--- src/rtl/alu_execute_e_pkg.sv ---
// Shared execute-stage types: instruction classes, the AluOp decode union and the
// resolved internal op used by the datapath.
package alu_execute_e_pkg;

  localparam logic [3:0] ALU_NULL = 4'b1111;

  typedef enum logic [2:0] {
    REG_COMMPUTATION = 3'd0,
    IMM_COMPUTATION  = 3'd1,
    LOAD             = 3'd2,
    STORE            = 3'd3,
    BRANCH           = 3'd4,
    JUMP             = 3'd5,
    UPPER            = 3'd6
  } InstructionTypes;

  typedef enum logic [3:0] {
    ALU_ADD  = 4'd0, ALU_SUB = 4'd1, ALU_SLL = 4'd2, ALU_SLT = 4'd3,
    ALU_SLTU = 4'd4, ALU_XOR = 4'd5, ALU_SRL = 4'd6, ALU_SRA = 4'd7,
    ALU_OR   = 4'd8, ALU_AND = 4'd9, ALU_NULL_R = 4'hF
  } RegAluOp;

  typedef enum logic [3:0] {
    ALU_ADDI = 4'd0, ALU_SLTI = 4'd1, ALU_SLTIU = 4'd2, ALU_XORI = 4'd3,
    ALU_ORI  = 4'd4, ALU_ANDI = 4'd5, ALU_SLLI  = 4'd6, ALU_SRLI = 4'd7,
    ALU_SRAI = 4'd8, ALU_NULL_I = 4'hF
  } ImmAluOp;

  typedef union packed {
    RegAluOp reg_op;
    ImmAluOp imm_op;
  } AluOp;

  typedef enum logic {IDLE = 1'b0, SHIFT = 1'b1} AluExecState;

  typedef enum logic [3:0] {
    OP_ADD, OP_SUB, OP_SLL, OP_SLT, OP_SLTU, OP_XOR,
    OP_SRL, OP_SRA, OP_OR, OP_AND, OP_PASS, OP_BAD
  } ExecOp;

  // Collapses the per-type union view into one op; NULL encoding passes B through.
  function automatic ExecOp DecodeOp(InstructionTypes itype, AluOp ctrl);
    ExecOp op;
    op = OP_BAD;
    if (ctrl == ALU_NULL) begin
      op = OP_PASS;
    end else begin
      case (itype)
        REG_COMMPUTATION, BRANCH: begin
          case (ctrl.reg_op)
            ALU_ADD:  op = OP_ADD;
            ALU_SUB:  op = OP_SUB;
            ALU_SLL:  op = OP_SLL;
            ALU_SLT:  op = OP_SLT;
            ALU_SLTU: op = OP_SLTU;
            ALU_XOR:  op = OP_XOR;
            ALU_SRL:  op = OP_SRL;
            ALU_SRA:  op = OP_SRA;
            ALU_OR:   op = OP_OR;
            ALU_AND:  op = OP_AND;
            default:  op = OP_BAD;
          endcase
        end
        IMM_COMPUTATION, LOAD, STORE: begin
          case (ctrl.imm_op)
            ALU_ADDI:  op = OP_ADD;
            ALU_SLTI:  op = OP_SLT;
            ALU_SLTIU: op = OP_SLTU;
            ALU_XORI:  op = OP_XOR;
            ALU_ORI:   op = OP_OR;
            ALU_ANDI:  op = OP_AND;
            ALU_SLLI:  op = OP_SLL;
            ALU_SRLI:  op = OP_SRL;
            ALU_SRAI:  op = OP_SRA;
            default:   op = OP_BAD;
          endcase
        end
        default: op = OP_PASS;
      endcase
    end
    return op;
  endfunction

  function automatic logic IsShiftOp(InstructionTypes itype, AluOp ctrl);
    ExecOp op;
    op = DecodeOp(itype, ctrl);
    return (op == OP_SLL) || (op == OP_SRL) || (op == OP_SRA);
  endfunction

endpackage

--- src/rtl/alu_execute_e_if.sv ---
// ID/EX handshake bundle: decode drives the op (master), execute consumes it and
// returns the registered result and compare flags (slave).
interface alu_execute_e_if
  import alu_execute_e_pkg::*;
#(
  parameter int DATA_WIDTH = 32
) ();

  logic                  iValid;
  logic                  oReady;
  logic                  iFlush;
  InstructionTypes       iInstructionType;
  AluOp                  iAluCtrl;
  logic [DATA_WIDTH-1:0] iOperandA;
  logic [DATA_WIDTH-1:0] iOperandB;
  logic                  oValid;
  logic [DATA_WIDTH-1:0] oResult;
  logic                  oZero;
  logic                  oLessSigned;
  logic                  oLessUnsigned;

  modport master (
    output iValid, iFlush, iInstructionType, iAluCtrl, iOperandA, iOperandB,
    input  oReady, oValid, oResult, oZero, oLessSigned, oLessUnsigned
  );

  modport slave (
    input  iValid, iFlush, iInstructionType, iAluCtrl, iOperandA, iOperandB,
    output oReady, oValid, oResult, oZero, oLessSigned, oLessUnsigned
  );

endinterface

--- src/rtl/alu_serial_shifter.sv ---
// One-bit-per-cycle shifter: load captures data/amount, then shifts each cycle while count != 0.
// done is high in the cycle whose shift is the last one; data_out is that shift's value.
module alu_serial_shifter #(
  parameter int DATA_WIDTH  = 32,
  parameter int SHAMT_WIDTH = $clog2(DATA_WIDTH)
) (
  input  logic                   clk,
  input  logic                   rst_n,
  input  logic                   load,
  input  logic                   clear,
  input  logic                   dir_right,
  input  logic                   arith,
  input  logic [DATA_WIDTH-1:0]  data_in,
  input  logic [SHAMT_WIDTH-1:0] count_in,
  output logic                   done,
  output logic [DATA_WIDTH-1:0]  data_out
);

  logic [DATA_WIDTH-1:0]  data_q, data_d;
  logic [SHAMT_WIDTH-1:0] count_q, count_d;
  logic                   dir_q, dir_d;
  logic                   arith_q, arith_d;

  assign data_out = dir_q ? {arith_q & data_q[DATA_WIDTH-1], data_q[DATA_WIDTH-1:1]}
                          : {data_q[DATA_WIDTH-2:0], 1'b0};
  assign done     = (count_q == SHAMT_WIDTH'(1));

  always_comb begin
    data_d  = data_q;
    count_d = count_q;
    dir_d   = dir_q;
    arith_d = arith_q;
    if (clear) begin
      count_d = '0;
    end else if (load) begin
      data_d  = data_in;
      count_d = count_in;
      dir_d   = dir_right;
      arith_d = arith;
    end else if (count_q != '0) begin
      data_d  = data_out;
      count_d = count_q - SHAMT_WIDTH'(1);
    end
  end

  always_ff @(posedge clk or negedge rst_n) begin
    if (!rst_n) begin
      data_q  <= '0;
      count_q <= '0;
      dir_q   <= 1'b0;
      arith_q <= 1'b0;
    end else begin
      data_q  <= data_d;
      count_q <= count_d;
      dir_q   <= dir_d;
      arith_q <= arith_d;
    end
  end

endmodule

--- src/rtl/alu_execute_e.sv ---
// Execute-stage ALU: latency 1 for non-shifts and zero-amount shifts, shamt+1 for serial shifts.
// oReady drops for the whole serial shift; iValid is ignored (not captured) while oReady is low.
module alu_execute_e
  import alu_execute_e_pkg::*;
#(
  parameter int DATA_WIDTH  = 32,
  parameter int SHAMT_WIDTH = $clog2(DATA_WIDTH)
) (
  input  logic          iClk,
  input  logic          iRstN,
  alu_execute_e_if.slave bus
);

  AluExecState           state_q, state_d;
  logic                  valid_q, valid_d;
  logic [DATA_WIDTH-1:0] result_q, result_d;
  logic                  zero_q, zero_d;
  logic                  lt_s_q, lt_s_d;
  logic                  lt_u_q, lt_u_d;

  ExecOp                  op;
  logic [DATA_WIDTH-1:0]  opa, opb;
  logic [SHAMT_WIDTH-1:0] shamt;
  logic                   accept, start_shift;
  logic                   lt_s, lt_u;
  logic                   shift_done;
  logic [DATA_WIDTH-1:0]  alu_res, shift_res;

  assign opa         = bus.iOperandA;
  assign opb         = bus.iOperandB;
  assign op          = DecodeOp(bus.iInstructionType, bus.iAluCtrl);
  assign shamt       = opb[SHAMT_WIDTH-1:0];
  assign accept      = bus.iValid && (state_q == IDLE) && !bus.iFlush;
  assign start_shift = accept && IsShiftOp(bus.iInstructionType, bus.iAluCtrl) && (shamt != '0);
  assign lt_s        = $signed(opa) < $signed(opb);
  assign lt_u        = opa < opb;

  always_comb begin
    alu_res = '0;
    case (op)
      OP_ADD:  alu_res = opa + opb;
      OP_SUB:  alu_res = opa - opb;
      OP_SLT:  alu_res = {{(DATA_WIDTH-1){1'b0}}, lt_s};
      OP_SLTU: alu_res = {{(DATA_WIDTH-1){1'b0}}, lt_u};
      OP_XOR:  alu_res = opa ^ opb;
      OP_OR:   alu_res = opa | opb;
      OP_AND:  alu_res = opa & opb;
      // Only zero-amount shifts take this path; the rest go through the serial unit.
      OP_SLL, OP_SRL, OP_SRA: alu_res = opa;
      OP_PASS: alu_res = opb;
      default: alu_res = '0;
    endcase
  end

  alu_serial_shifter #(
    .DATA_WIDTH  (DATA_WIDTH),
    .SHAMT_WIDTH (SHAMT_WIDTH)
  ) u_shifter (
    .clk       (iClk),
    .rst_n     (iRstN),
    .load      (start_shift),
    .clear     (bus.iFlush),
    .dir_right (op != OP_SLL),
    .arith     (op == OP_SRA),
    .data_in   (opa),
    .count_in  (shamt),
    .done      (shift_done),
    .data_out  (shift_res)
  );

  always_comb begin
    state_d  = state_q;
    valid_d  = 1'b0;
    result_d = result_q;
    zero_d   = zero_q;
    lt_s_d   = lt_s_q;
    lt_u_d   = lt_u_q;
    case (state_q)
      IDLE: begin
        if (accept) begin
          zero_d = (opa == opb);
          lt_s_d = lt_s;
          lt_u_d = lt_u;
          if (start_shift) begin
            state_d = SHIFT;
          end else begin
            result_d = alu_res;
            valid_d  = 1'b1;
          end
        end
      end
      SHIFT: begin
        // Flush beats a completion landing in the same cycle.
        if (bus.iFlush) begin
          state_d = IDLE;
        end else if (shift_done) begin
          result_d = shift_res;
          valid_d  = 1'b1;
          state_d  = IDLE;
        end
      end
      default: state_d = IDLE;
    endcase
  end

  always_ff @(posedge iClk or negedge iRstN) begin
    if (!iRstN) begin
      state_q  <= IDLE;
      valid_q  <= 1'b0;
      result_q <= '0;
      zero_q   <= 1'b0;
      lt_s_q   <= 1'b0;
      lt_u_q   <= 1'b0;
    end else begin
      state_q  <= state_d;
      valid_q  <= valid_d;
      result_q <= result_d;
      zero_q   <= zero_d;
      lt_s_q   <= lt_s_d;
      lt_u_q   <= lt_u_d;
    end
  end

  assign bus.oReady        = (state_q == IDLE);
  assign bus.oValid        = valid_q;
  assign bus.oResult       = result_q;
  assign bus.oZero         = zero_q;
  assign bus.oLessSigned   = lt_s_q;
  assign bus.oLessUnsigned = lt_u_q;

endmodule

--- src/flat_wrapper.sv ---
// flat-port wrapper written by rule: the top's interface ports become plain ports
module alu_execute_e_flat import alu_execute_e_pkg::*;
#(
  parameter int DATA_WIDTH  = 32,
  parameter int SHAMT_WIDTH = $clog2(DATA_WIDTH)
)
  (iClk, iRstN, bus_iValid, bus_iFlush, bus_iInstructionType, bus_iAluCtrl, bus_iOperandA, bus_iOperandB, bus_oReady, bus_oValid, bus_oResult, bus_oZero, bus_oLessSigned, bus_oLessUnsigned);
  alu_execute_e_if #(.DATA_WIDTH(DATA_WIDTH)) bus_i ();
  input  logic iClk;
  input  logic iRstN;
  input wire logic [$bits(bus_i.iValid)-1:0] bus_iValid;
  input wire logic [$bits(bus_i.iFlush)-1:0] bus_iFlush;
  input wire logic [$bits(bus_i.iInstructionType)-1:0] bus_iInstructionType;
  input wire logic [$bits(bus_i.iAluCtrl)-1:0] bus_iAluCtrl;
  input wire logic [$bits(bus_i.iOperandA)-1:0] bus_iOperandA;
  input wire logic [$bits(bus_i.iOperandB)-1:0] bus_iOperandB;
  output wire logic [$bits(bus_i.oReady)-1:0] bus_oReady;
  output wire logic [$bits(bus_i.oValid)-1:0] bus_oValid;
  output wire logic [$bits(bus_i.oResult)-1:0] bus_oResult;
  output wire logic [$bits(bus_i.oZero)-1:0] bus_oZero;
  output wire logic [$bits(bus_i.oLessSigned)-1:0] bus_oLessSigned;
  output wire logic [$bits(bus_i.oLessUnsigned)-1:0] bus_oLessUnsigned;
  assign bus_i.iValid = bus_iValid;
  assign bus_i.iFlush = bus_iFlush;
  assign bus_i.iInstructionType = bus_iInstructionType;
  assign bus_i.iAluCtrl = bus_iAluCtrl;
  assign bus_i.iOperandA = bus_iOperandA;
  assign bus_i.iOperandB = bus_iOperandB;
  assign bus_oReady = bus_i.oReady;
  assign bus_oValid = bus_i.oValid;
  assign bus_oResult = bus_i.oResult;
  assign bus_oZero = bus_i.oZero;
  assign bus_oLessSigned = bus_i.oLessSigned;
  assign bus_oLessUnsigned = bus_i.oLessUnsigned;
  alu_execute_e #(.DATA_WIDTH(DATA_WIDTH), .SHAMT_WIDTH(SHAMT_WIDTH)) u_core (.iClk(iClk), .iRstN(iRstN), .bus(bus_i));
endmodule
--- config.mk ---
export PLATFORM = sky130hd
export DESIGN_NAME = alu_execute_e_flat
export DESIGN_NICKNAME = d
export VERILOG_FILES = /design/src/rtl/alu_execute_e_pkg.sv /design/src/rtl/alu_execute_e_if.sv /design/src/rtl/alu_serial_shifter.sv /design/src/rtl/alu_execute_e.sv /design/src/flat_wrapper.sv
export SDC_FILE = /design/constraint.sdc
export NUM_CORES = 1
export LEC_CHECK = 0
export CAP_MARGIN = 5
export CORE_MARGIN = 3
export CORE_UTILIZATION = 54
export DETAILED_ROUTE_END_ITERATION = 10
export DONT_BUFFER_PORTS = 1
export PLACE_DENSITY_LB_ADDON = 0.05
export SLEW_MARGIN = 20
export SYNTH_ARGS = -nofsm -noshare
export SYNTH_HDL_FRONTEND = slang
export SYNTH_SLANG_ARGS = --single-unit
--- constraint.sdc ---
create_clock -name iClk -period 3.6 [get_ports iClk]
set_input_delay 0.72 -clock iClk [delete_from_list [all_inputs] [get_ports iClk]]
set_output_delay 0.72 -clock iClk [all_outputs]
set_load 0.05 [all_outputs]
After elaboration in Yosys (flattened, before gate mapping)
Memories as Yosys holds them, arrays and structs flattened. Index checks and enable logic that the tools add are counted.

Add/subtract/negate cells: 3. Order comparisons: 2. Equal/unequal tests: 25. Multiplexer cells: 26. Bitwise operators: 6. Reductions and logical operators: 20.

Operators by type and width (count): $pmux 32 s9 (1); $mux 32 (7); $lt 32x32->1 (2); $pmux 32 s2 (1); $add 32x32->32 (1); $and 32x32->32 (1); $eq 32x32->1 (1); $or 32x32->32 (1); $sub 32x32->32 (1); $xor 32x32->32 (1); $eq 4x3->1 const B (6); $eq 4x4->1 const B (4); $pmux 4 s2 (2); $mux 5 (3); $eq 4x2->1 const B (3); $reduce_bool 5->1 (2); $mux 1 (8); $mux 4 (2); $eq 3x2->1 const B (2); $ne 2x2->1 const B (3); $reduce_and 2->1 (3); $reduce_or 3->1 (2); $eq 5x1->1 const B (1); $sub 5x1->5 const B (1); 17 further kinds (23).

Flip-flop bits (word level): 76. Memory bits (read-only): 256. Input port bits: 75. Output and inout port bits: 37. Word-level logic and storage cells: 96. Memories kept: 4.

Memory list: (name not given) (words 16, width 4, rd ports 1, clocked after memory_dff 0, write ports 0, line alu_execute_e_pkg.sv:50) `case (ctrl.reg_op)`; (name not given) (words 16, width 4, rd ports 1, clocked after memory_dff 0, write ports 0, line alu_execute_e_pkg.sv:65) `case (ctrl.imm_op)`; (name not given) (words 16, width 4, rd ports 1, clocked after memory_dff 0, write ports 0, line alu_execute_e_pkg.sv:50); (name not given) (words 16, width 4, rd ports 1, clocked after memory_dff 0, write ports 0, line alu_execute_e_pkg.sv:65).

Logic depth before layout (Yosys ltp)
Word-level depth: 12. Gate-level depth with buffers: 13. Gate-level depth less buffers: 13.

By module
Synthesis repeated with hierarchy kept, for this count alone.

Cells, all modules: 1321. Area total of the unflattened synthesis: 10050.9 µm².

By module, submodules not included: alu_execute_e (instances 1, cells an instance 1113, area each 7649.8 µm², seq. area each 925.9 µm²); alu_serial_shifter (instances 1, cells an instance 208, area each 2401.1 µm², seq. area each 975.9 µm²).

Worst setup path before layout
Ideal clock, no wire load.

Path type: input to register. From: in bus_iOperandA[0]. To: reg u_core.result_q[20], in the netlist u_core.bus.oResult[20]. Library setup time: 120 ps. Arrival time: 3154 ps. Data required time: 3480 ps. Slack: 326 ps. Stages on the path: 13. Buffers on the path: 0. Path through: inv_1 > ha_1 > inv_1 > fa_1 > nor2b_1 > o311ai_2 > a21boi_2 > a211oi_4 > nor3_1 > a21oi_1 > o211ai_1 > a311o_1 > a31o_1.

Longest elaborated chain between the ends: 5. Elaborated cells between the ends (all ways): 6. Those cells by class: 2 x add/sub; 4 x mux.

Ends and longest elaborated chain: from (decl) (line flat_wrapper.sv:15) `input wire logic [$bits(bus_i.iOperandA)-1:0] bus_iOperandA;`; $sub 32x32->32 / $add 32x32->32 (equally long branches) (line alu_execute_e.sv:42, alu_execute_e.sv:41); $pmux 32 s9 * (line alu_execute_e.sv:40) `case (op)`; $mux 32 * (line alu_execute_e.sv:84) `if (start_shift) begin`; $mux 32 * (line alu_execute_e.sv:80) `if (accept) begin`; $pmux 32 s2 * (line alu_execute_e.sv:78) `case (state_q)`; to (signal assigned) (line alu_execute_e.sv:117) `result_q <= result_d;`; to (decl) (line alu_execute_e.sv:16) `logic [DATA_WIDTH-1:0] result_q, result_d;`.

Every way passes the cells marked *; elsewhere a longest branch is shown, timed or not. The select of a mux whose other input is x is not followed. A chain may end at the register's enable or synchronous reset.

Worst setup path in the final report
From: in bus_iOperandB[8]. To: reg u_core.result_q[15], in the netlist u_core.bus.oResult[15].

Longest elaborated chain between the ends: 5. Elaborated cells between the ends (all ways): 6. Those cells by class: 2 x add/sub; 4 x mux.

Ends and longest elaborated chain: from (decl) (line flat_wrapper.sv:16) `input wire logic [$bits(bus_i.iOperandB)-1:0] bus_iOperandB;`; $sub 32x32->32 / $add 32x32->32 (equally long branches) (line alu_execute_e.sv:42, alu_execute_e.sv:41); $pmux 32 s9 * (line alu_execute_e.sv:40); $mux 32 * (line alu_execute_e.sv:84); $mux 32 * (line alu_execute_e.sv:80); $pmux 32 s2 * (line alu_execute_e.sv:78).

Marks and branches as above.

==> impl_metrics.env <==
export IMPL_layout_area_overhead_vs_synth_pct=10.19
export IMPL_worstMarginPinSlew_ps=928.5
export IMPL_final_nets=1554
export IMPL_async_reset_ff_share_pct=100.0
export IMPL_hold_viol=0
export IMPL_dp_slack_ps=3.030
export IMPL_cp_start_kind="input pin"
export IMPL_drive_gt1_share_pct=11.93
export IMPL_synthCells=1358
export IMPL_maxCapViolations=0
export IMPL_yosys_warnings=0
export IMPL_synth_edf_count=0
export IMPL_grt_pass1_vias=9972
export IMPL_port_buffers=0
export IMPL_rrSetupSlack_ps=710
export IMPL_gp_congestion=1.006
export IMPL_synthDistinctLibCells=95
export IMPL_wl_per_cell_um=23.37
export IMPL_numCtsBuffers=9
export IMPL_start_util_pct=55.19
export IMPL_grt_pass1_wl_um=58350
export IMPL_rows=49
export IMPL_die_height_um=141.7
export IMPL_ys_seq_elements=76
export IMPL_cts_hold_fix_buffers=0
export IMPL_cts_tree="done"
export IMPL_grt_max_degree=77
export IMPL_clk_pin_slew_ps=60
export IMPL_mostFrequentLayoutCell="nand2_1"
export IMPL_fmax_ghz=0.3020
export IMPL_maxSlewHeadroom_pct=38.10
export IMPL_fin_skew_ps=9.232
export IMPL_rsz0062_at_grt="no"
export IMPL_reg2reg_depth=10
export IMPL_io_pin_count=112
export IMPL_clock_latency_ps=350
export IMPL_drv_slew=0
export IMPL_status="complete, no violations"
export IMPL_ys_seq_area_share_pct=19.12
export IMPL_finalWorstSetupSlack_ps=288.4
export IMPL_final_setup_tns_ps=0
export IMPL_synth_area_per_cell_um2=7.326
export IMPL_crit_arrival_ps=3520
export IMPL_cts_sinks=76
export IMPL_grt_total_usage_pct=37.15
export IMPL_path_class="input pin to flop"
export IMPL_peakVddDrop_mv=0.5990
export IMPL_h_tree_depth=3
export IMPL_first_iter_violations=1259
export IMPL_leakage_uw=0.004971
export IMPL_required_ps=3810
export IMPL_core_area_um2=18020
export IMPL_cts_root_buffer="clkbuf_16"
export IMPL_cts_repair_resized=0
export IMPL_ant_nets=0
export IMPL_routed_wl_um=37670
export IMPL_regToRegStartpoint="u_core.u_shifter.count_q[2]"
export IMPL_r2r_end="u_core.bus.oResult[23]"
export IMPL_synth_flop_cell="dfrtp_1"
export IMPL_p_per_area_nw_per_um2=432.3
export IMPL_clk_path_buf_depth=2
export IMPL_antenna_cells=0
export IMPL_postCtsSetupBuffers=0
export IMPL_antenna_found_initial=0
export IMPL_endpoint_kind="flop"
export IMPL_seq_area_um2=1903
export IMPL_crit_fanout=6
export IMPL_drc=0
export IMPL_fp_dieW_um=141.7
export IMPL_die_area_um2=20090
export IMPL_layout_common_cells="nand2_1 (155), nor2_1 (132), a21oi_1 (132)"
export IMPL_drt_vias_per_instance=6.622
export IMPL_fillers=1672
export IMPL_multi_input_area_um2=7308
export IMPL_setup_viol=0
export IMPL_period_needed_ps=3312
export IMPL_grt_ovfl_total=0
export IMPL_layout_worst_path_cycle_share_pct=91.99
export IMPL_syn_area_um2=9948
export IMPL_syn_nets=1534
export IMPL_vias=10674
export IMPL_min_path_type="input pin to asynchronous set/reset pin"
export IMPL_drt_pass1_iterations=6
export IMPL_dp_hpwl_um=28790
[flip-flops by register name, summed over array words and instances, names as in the netlist]
register,cells
u_core.u_shifter.data_q,32
u_core.bus.oResult,32
u_core.u_shifter.arith_q,1
u_core.u_shifter.count_q,5
u_core.bus.oValid,1
u_core.bus.oLessSigned,1
u_core.u_shifter.dir_q,1
u_core.bus.oLessUnsigned,1
u_core.state_q,1
u_core.bus.oZero,1
[worst max-delay path, cell delays in order]
cell and delay [ps]:
inv_1 40, ha_1 360, buf_4 170, and4_4 210, and2_1 160, a311oi_2 240, buf_4 210, o21a_1 170
o21ai_1 70, a21oi_1 170, xnor2_1 80, a2111oi_0 610, buf_4 240, o21ai_1 60
[per-stage QoR]
stage	util (%)	std cells	hold WS [ps]	total power (uW)	instance area (um^2)
6_report	60.81	1612	64.55	4739	10960
5_1_grt	60.81	1612	54.64	5030	10960
4_1_cts	60.81	1612	58.51	4701	10960
3_5_place_dp	58.96	1596	426.2	3677	10630
3_3_place_gp	58.96	1596	426.0	3656	10630
2_1_floorplan	-	1358	424.4	3074	9948
[how the worst max path moves through the flow]
stage | start | end | slack [ps] | cells after the start
final | bus_iOperandB[8] | u_core.bus.oResult[15] | 290 | 14
after CTS | bus_iOperandB[8] | u_core.bus.oResult[15] | 350 | 14
after global placement | bus_iOperandB[8] | u_core.bus.oResult[15] | 20 | 14
after detailed placement | bus_iOperandB[8] | u_core.bus.oResult[15] | 3 | 14
after floorplan | bus_iOperandA[0] | u_core.bus.oResult[20] | 330 | 13
after global routing | bus_iOperandA[0] | u_core.bus.oResult[24] | 40 | 14
[cell usage after synthesis, drive strengths merged, types with 15 or more instances]
| master | number | area (um^2) |
|---|---|---|
| nand2 | 155 | 581.8 |
| a21oi | 136 | 699.4 |
| nor2 | 132 | 495.5 |
| o21ai | 129 | 649.4 |
| ha | 99 | 1239 |
| inv | 97 | 364.1 |
| dfrtp | 76 | 1902 |
| clkbuf | 51 | 192.7 |
| buf | 41 | 212.7 |
| mux2i | 35 | 350.3 |
| nor3 | 33 | 165.2 |
| nand3 | 26 | 135.1 |
| a221oi | 21 | 209.0 |
| a211oi | 19 | 167.7 |
| a21o | 15 | 112.6 |
[layer usage]
layer	GRT usage, %	part of all wire, %
met2	52.82	41
met5	0	0
met3	12.98	13
met4	10.61	2.4
met1	53.06	44
[power breakdown]
group	switching [uW]	internal, uW	total, uW
clock	384	633	1020
sequential	584	1100	1680
combinational	1240	802	2040
[layout make-up]
| class | count | share of cell area (%) |
|---|---|---|
| Multi-Input combinational cell | 1091 | 66.67 |
| Tap cell | 229 | 2.614 |
| Sequential cell | 76 | 17.36 |
| Clock buffer | 10 | 2.180 |
| Timing Repair Buffer | 101 | 6.917 |
| Inverter | 99 | 3.390 |
| Clock inverter | 6 | 0.8675 |
[cell families after synthesis]
kind of cell	synth area share, %
compound gates	34.30
xor+xnor	1.497
fa+ha+maj	12.85
buf+inv	7.810
flops	19.12
mux	4.238
simple gates	20.19
Note: power is estimated with default switching activity, not from simulation.
